==> src/rtl/axis_pkt_gen.sv <==
// AXI4-Stream packet generator: emits numbered packets of programmable length, count,
// inter-packet gap and last-beat keep, with full handshake compliance under backpressure.
module axis_pkt_gen #(
    parameter int DATA_W = 32,
    parameter int KEEP_W = DATA_W / 8,
    parameter int USER_W = 1,
    parameter int LEN_W  = 16
) (
    input  logic              aclk,
    input  logic              aresetn,
    input  logic              start,
    input  logic              abort,
    input  logic [LEN_W-1:0]  cfg_len,
    input  logic [LEN_W-1:0]  cfg_num_pkts,
    input  logic [7:0]        cfg_gap,
    input  logic [KEEP_W-1:0] cfg_last_keep,
    output logic              busy,
    output logic              done,
    output logic [LEN_W-1:0]  pkt_cnt,
    output logic              m_axis_tvalid,
    input  logic              m_axis_tready,
    output logic [DATA_W-1:0] m_axis_tdata,
    output logic [KEEP_W-1:0] m_axis_tkeep,
    output logic              m_axis_tlast,
    output logic [USER_W-1:0] m_axis_tuser
);

    typedef enum logic [1:0] {IDLE, SEND, GAP} state_t;

    localparam logic [KEEP_W-1:0] KEEP_ALL = '1;

    state_t            state_reg;
    logic [LEN_W-1:0]  len_reg;
    logic [LEN_W-1:0]  num_reg;
    logic [LEN_W-1:0]  beat_idx_reg;
    logic [7:0]        gap_reg;
    logic [7:0]        gap_cnt_reg;
    logic [KEEP_W-1:0] keep_reg;
    logic [31:0]       seq_reg;

    logic              hs;
    logic [31:0]       seq_inc;
    logic [LEN_W-1:0]  pkt_inc;
    logic [LEN_W-1:0]  beat_inc;
    logic              run_ends;
    logic              next_is_last;
    logic              first_is_last;
    logic              start_one_beat;
    logic [KEEP_W-1:0] start_keep;

    assign hs             = m_axis_tvalid & m_axis_tready;
    assign seq_inc        = seq_reg + 32'd1;
    assign pkt_inc        = pkt_cnt + LEN_W'(1);
    assign beat_inc       = beat_idx_reg + LEN_W'(1);
    assign run_ends       = (pkt_inc == num_reg) | abort;
    assign next_is_last   = (beat_inc == len_reg - LEN_W'(1));
    assign first_is_last  = (len_reg == LEN_W'(1));
    assign start_one_beat = (cfg_len == LEN_W'(1));
    // A zero last-beat keep is shorthand for a full final beat.
    assign start_keep     = (cfg_last_keep == '0) ? KEEP_ALL : cfg_last_keep;

    always_ff @(posedge aclk or negedge aresetn) begin
        if (!aresetn) begin
            state_reg     <= IDLE;
            len_reg       <= '0;
            num_reg       <= '0;
            beat_idx_reg  <= '0;
            gap_reg       <= '0;
            gap_cnt_reg   <= '0;
            keep_reg      <= '0;
            seq_reg       <= '0;
            busy          <= 1'b0;
            done          <= 1'b0;
            pkt_cnt       <= '0;
            m_axis_tvalid <= 1'b0;
            m_axis_tdata  <= '0;
            m_axis_tkeep  <= '0;
            m_axis_tlast  <= 1'b0;
            m_axis_tuser  <= '0;
        end else begin
            done <= 1'b0;
            case (state_reg)
                IDLE: begin
                    if (start) begin
                        pkt_cnt <= '0;
                        if (cfg_len != '0 && cfg_num_pkts != '0) begin
                            len_reg       <= cfg_len;
                            num_reg       <= cfg_num_pkts;
                            gap_reg       <= cfg_gap;
                            keep_reg      <= start_keep;
                            beat_idx_reg  <= '0;
                            seq_reg       <= '0;
                            busy          <= 1'b1;
                            state_reg     <= SEND;
                            m_axis_tvalid <= 1'b1;
                            m_axis_tdata  <= '0;
                            m_axis_tuser  <= USER_W'(1'b1);
                            m_axis_tlast  <= start_one_beat;
                            m_axis_tkeep  <= start_one_beat ? start_keep : KEEP_ALL;
                        end else begin
                            done <= 1'b1;
                        end
                    end
                end
                SEND: begin
                    if (hs) begin
                        seq_reg <= seq_inc;
                        if (m_axis_tlast) begin
                            pkt_cnt      <= pkt_inc;
                            beat_idx_reg <= '0;
                            if (run_ends) begin
                                state_reg     <= IDLE;
                                busy          <= 1'b0;
                                done          <= 1'b1;
                                m_axis_tvalid <= 1'b0;
                                m_axis_tdata  <= '0;
                                m_axis_tkeep  <= '0;
                                m_axis_tlast  <= 1'b0;
                                m_axis_tuser  <= '0;
                            end else if (gap_reg == 8'd0) begin
                                m_axis_tdata <= DATA_W'(seq_inc);
                                m_axis_tuser <= USER_W'(1'b1);
                                m_axis_tlast <= first_is_last;
                                m_axis_tkeep <= first_is_last ? keep_reg : KEEP_ALL;
                            end else begin
                                state_reg     <= GAP;
                                gap_cnt_reg   <= gap_reg;
                                m_axis_tvalid <= 1'b0;
                                m_axis_tdata  <= '0;
                                m_axis_tkeep  <= '0;
                                m_axis_tlast  <= 1'b0;
                                m_axis_tuser  <= '0;
                            end
                        end else begin
                            beat_idx_reg <= beat_inc;
                            m_axis_tdata <= DATA_W'(seq_inc);
                            m_axis_tuser <= '0;
                            m_axis_tlast <= next_is_last;
                            m_axis_tkeep <= next_is_last ? keep_reg : KEEP_ALL;
                        end
                    end
                end
                GAP: begin
                    if (abort) begin
                        state_reg <= IDLE;
                        busy      <= 1'b0;
                        done      <= 1'b1;
                    end else if (gap_cnt_reg == 8'd1) begin
                        // Counter value 1 marks the last idle cycle; the next cycle shows beat 0.
                        state_reg     <= SEND;
                        m_axis_tvalid <= 1'b1;
                        m_axis_tdata  <= DATA_W'(seq_reg);
                        m_axis_tuser  <= USER_W'(1'b1);
                        m_axis_tlast  <= first_is_last;
                        m_axis_tkeep  <= first_is_last ? keep_reg : KEEP_ALL;
                    end else begin
                        gap_cnt_reg <= gap_cnt_reg - 8'd1;
                    end
                end
                default: state_reg <= IDLE;
            endcase
        end
    end

endmodule

==> config.mk <==
export PLATFORM = sky130hd
export DESIGN_NAME = axis_pkt_gen
export DESIGN_NICKNAME = d
export VERILOG_FILES = /design/src/rtl/axis_pkt_gen.sv
export SDC_FILE = /design/constraint.sdc
export NUM_CORES = 1
export LEC_CHECK = 0
export ABC_CLOCK_PERIOD_IN_PS = 3840
export BUFFER_PORTS_ARGS = -buffer_cell sky130_fd_sc_hd__clkbuf_2
export CAP_MARGIN = 10
export CORE_MARGIN = 5
export CORE_UTILIZATION = 60
export DETAILED_ROUTE_END_ITERATION = 8
export PLACE_DENSITY = 0.79
export SKIP_LAST_GASP = 1
export SYNTH_ARGS = -nofsm -noshare
export SYNTH_HDL_FRONTEND = slang
export SYNTH_SLANG_ARGS = --single-unit
==> constraint.sdc <==
create_clock -name aclk -period 3.84 [get_ports aclk]
set_input_delay 0.384 -clock aclk [delete_from_list [all_inputs] [get_ports aclk]]
set_output_delay 0.384 -clock aclk [all_outputs]
set_load 0.005 [all_outputs]
# == Word-level counts from Yosys, hierarchy flattened ==
# Index checks and enable logic that the tools add are counted.
# Widths: inputs -> output; s select.
# classes
addsub,5
eq_ne,20
n_mux,84
n_bitwise,2
n_reduce_logical,17
# ops
op,count
$mux 32,9
$mux 16,7
$pmux 32 s3,1
$pmux 16 s2,2
$pmux 32 s2,1
$mux 4,12
$mux 8,6
$add 16x1->16 const B,2
$add 32x1->32 const B,1
$eq 16x1->1 const B,2
$eq 16x16->1,2
$reduce_bool 16->1,2
$mux 1,30
$ne 2x2->1 const B,11
$mux 2,8
$pmux 8 s2,1
$sub 16x1->16 const B,1
$pmux 1 s3,5
$reduce_and 7->1,2
$pmux 4 s3,1
$reduce_and 6->1,2
$eq 8x1->1 const B,1
$logic_not 8->1,1
$reduce_and 4->1,2
other kinds (14),16
# totals
reg_bits,159
out_inout_bits,57

# == Longest topological paths before layout ==
# depth
depth_word,7
ltp_mapped,12
depth_no_buf,10

# == Worst setup path before layout ==
# Ideal clock, no wire load.
# synth_timing
path_kind,register to register
startpoint,register pkt_cnt[0]
endpoint,register m_axis_tdata[5]
t_arrival_ps,2811
t_required_ps,3709
setup_slack_ps,898
path_stages_with_launch,12
n_path_buf,2
period_less_slack_ps,2942
cell_sequence,dfrtp_1 > ha_1 > nand3_2 > nor4_1 > xnor2_1 > or4_4 > nor4_4 > o31ai_2 > buf_6 > buf_6 > a31oi_1 > o211ai_1
# synth_between
elab_chain_len,7
# synth_rtl
item,line_no,source
start: declaration,19,"output logic [LEN_W-1:0] pkt_cnt,"
start signal: assignment,109,pkt_cnt <= pkt_inc;
$add 16x1->16,53,assign pkt_inc = pkt_cnt + LEN_W'(1);
$eq 16x16->1,55,assign run_ends = (pkt_inc == num_reg) | abort;
$or 1x1->1,55,
$mux 32,111,if (run_ends) begin
$mux 32,108,if (m_axis_tlast) begin
$mux 32,106,if (hs) begin
$pmux 32 s3,82,case (state_reg)
end signal: assignment,121,m_axis_tdata <= DATA_W'(seq_inc);
end signal: assignment,136,m_axis_tdata <= DATA_W'(seq_inc);
end signal: assignment,152,m_axis_tdata <= DATA_W'(seq_reg);
end: declaration,22,"output logic [DATA_W-1:0] m_axis_tdata,"
# No other way between the ends. The select of a mux whose other input is x is not followed.
# A chain may end at the register's enable or synchronous reset.

# == Worst setup path after layout ==
# layout_timing
startpoint,register pkt_cnt[4]
endpoint,register m_axis_tdata[21]
# Same word-level chain as after synthesis.

==> flow_summary_export.csv <==
group,metric,value,unit
setup_path,end_kind,"flop",
die,num_rows,45,
synthesis,seq_area_frac_synth,42.1,%
status,status,"completed",
synthesis,post-synth-top-count-cell,"dfrtp_1",
sta,slew_violations,0,
run,drv_cap,0,
final_layout,insertedDiodeCount,0,
sta,maxSlewHeadroom,20.5,%
setup_path,cpPeakStageDelay,0.56,ns
setup_path,crit_fanout,47,
sta,clock-skew-final,0.00758,ns
synthesis,yosys_most_used_dff,"dfrtp_1",
sta,tns,0,ns
setup_path,worst_path_dominant_cell_family,"simple AND/OR/NAND/NOR gates",
detailed_routing,num_vias,8423,
setup_path,startpoint_type,"flop",
die,coreArea,0.0153,mm²
pwr,vdd_drop_max,0.000551,V
detailed_routing,wire_per_inst,17.5,µm
die,die_x,136,µm
place,numPortBuffers,105,
place,place.detailed.hpwl,16600,µm
pwr,p_leak,4.51,nW
clocking,cts_repair_resize_count,0,
detailed_routing,drtPass1Iterations,5,
detailed_routing,finalWirelength,23900,µm
die,die_h,136,µm
final_layout,syn_to_final_growth,14.1,%
clocking,post-cts-setup-buffers,0,
clocking,cts_root_buf,"clkbuf_16",
sta,finalCritPeriodShare,94.3,%
sta,rsz0062_at_grt,"no",
sta,fmax,276,MHz
hold_path,hp-class,"input port to async pin",
synthesis,yosys_warnings,0,
place,place_congestion,0.875,
sta,worstMarginPinSlew,1.19,ns
pwr,p_total,0.00731,W
synthesis,synth_top_cell_by_area,"dfrtp_1",
place,dpl_worst_slack,0.283,ns
clocking,cts_buffer_depth,2,
die,dieArea,0.0184,mm²
sta,setup_slack,0.218,ns
detailed_routing,avgViaCountPerCell,6.18,
clocking,clk_latency,0.43,ns
final_layout,drive_above_1_share,18.6,%
pwr,power_density,678,mW/mm²
grt,grt_first_pass_wirelength,39900,µm
synthesis,async_reset_ff_share,100,%
setup_path,worst-path-buf-inv,1,
setup_path,crit_chain,"nand4_2, nor3_1, xnor2_1, or4_4, nor4_4, o31ai_4, buf_4, a41oi_1, o211ai_1",
clocking,clock-sinks,159,
sta,finalCriticalPeriod,3.62,ns
synthesis,synthCells,1074,
synthesis,netlist_top_cells_area,"dfrtp_1, o21ai_0, nand2_1",
sta,finalSetupViolations,0,
final_layout,num-fill-cells,1244,
grt,gr-total-overflow,0,
synthesis,synth_top_area_share,42.1,%
synthesis,avgSynthCellArea,8.80,µm²
setup_path,slowest_stage,"dfrtp_1",
clocking,cts_tree,"built",
clocking,hold_buffers,0,
grt,first_global_vias,8107,
detailed_routing,ant_nets,0,
grt,grt_max_degree,97,
synthesis,synth_common_cells,"dfrtp_1, nand2_1, o21ai_0",
setup_path,arrival,3.93,ns
grt,grt_usage,26.6,%
synthesis,synth_edf_count,0,
synthesis,synth_seq_cells,159,
setup_path,criticalPathCategory,"flop to flop",
final_layout,nNetsFinal,1200,
die,io-pin-count,106,
final_layout,final_util,70.4,%
grt,antenna_found_initial,0,
clocking,cts_buffers,17,
sta,hold_viol,0,
detailed_routing,drt-initial-drc-count,709,
synthesis,syn_nets,1134,
synthesis,synth.distinct_cells,67,
detailed_routing,post-route-drc-count,0,
clocking,htree_levels,4,
clocking,path_clk_slew,0.06,ns
die,start_util,61.7,%
setup_path,worstPathRequired,4.15,ns
synthesis,syn_area,0.00945,mm²
-- report_power, final --
part / switching [W] / total [W] / internal [W]
sequential: 0.000394 / 0.00244 / 0.00205
clock: 0.000681 / 0.00181 / 0.00112
combinational: 0.00185 / 0.00306 / 0.00121
total: 0.00293 / 0.00731 / 0.00438
-- cell families (layout without fill, tap and decap cells) --
group / count (synthesis) / count (layout) / synth area share, %
mux: 45 / 45 / 5.28
flops: 159 / 159 / 42.1
simple gates: 422 / 422 / 22.3
fa+ha+maj: 11 / 11 / 1.46
xor+xnor: 71 / 71 / 7.02
compound gates: 251 / 251 / 17.0
buf+inv: 115 / 194 / 4.86
-- layout by cell type (no fill, tap or decap), drive strengths merged, types with 5 or more instances in the layout --
| cell | n |
|---|---|
| a21oi | 36 |
| a22oi | 8 |
| a31oi | 12 |
| a32o | 6 |
| a41oi | 18 |
| and2 | 7 |
| and3 | 8 |
| and4 | 7 |
| buf | 21 |
| clkbuf | 127 |
| dfrtp | 159 |
| ha | 11 |
| inv | 37 |
| mux2 | 39 |
| mux2i | 6 |
| nand2 | 125 |
| nand2b | 8 |
| nand3 | 51 |
| nand3b | 5 |
| nand4 | 42 |
| nor2 | 78 |
| nor3 | 39 |
| nor4 | 22 |
| o211ai | 30 |
| o21ai | 98 |
| o31ai | 13 |
| o41ai | 6 |
| or2 | 8 |
| or3 | 7 |
| xnor2 | 45 |
| xor2 | 23 |
-- layer usage --
layer | part of all wire [%] | wire, µm | track usage [%]
met5 | 0 | 0 | 0
met4 | 2.0 | 482 | 8.73
met3 | 5.0 | 1200 | 4.46
met2 | 50 | 11900 | 43.9
met1 | 43 | 10300 | 35.8
-- cell type report --
| cell class | count | area (µm²) | share of cell area [%] |
|---|---|---|---|
| multi-input combinational | 800 | 5050 | 46.8 |
| sequential | 159 | 3980 | 36.9 |
| timing repair buffer | 125 | 719 | 6.67 |
| clock buffer | 23 | 508 | 4.71 |
| tap | 211 | 264 | 2.45 |
| inverter | 37 | 139 | 1.29 |
| clock inverter | 9 | 129 | 1.19 |
-- path summary, 6_finish.rpt --
path	from	end	slack [ns]	cells past startpoint
setup / recovery	pkt_cnt[4]	m_axis_tdata[21]	0.22	9
min in group aclk	cfg_gap[0]	gap_reg[0]	0.18	2
setup reg to reg	pkt_cnt[4]	m_axis_tdata[21]	0.22	9
hold / removal	aresetn	m_axis_tdata[28]	0.04	1
max in group asynchronous	aresetn	num_reg[10]	2.91	2
hold reg to reg	m_axis_tdata[16]	m_axis_tdata[16]	0.49	2
-- through the flow --
step           area [µm²]  hold slack [ns]  instances
5_1_grt             10800            0.116       1364
6_report            10800           0.0394       1364
3_5_place_dp        10100            0.473       1332
3_3_place_gp        10100            0.465       1332
4_1_cts             10800           0.0787       1364
2_1_floorplan        9450           0.0884       1074
Note: power is estimated with default switching activity, not from simulation.
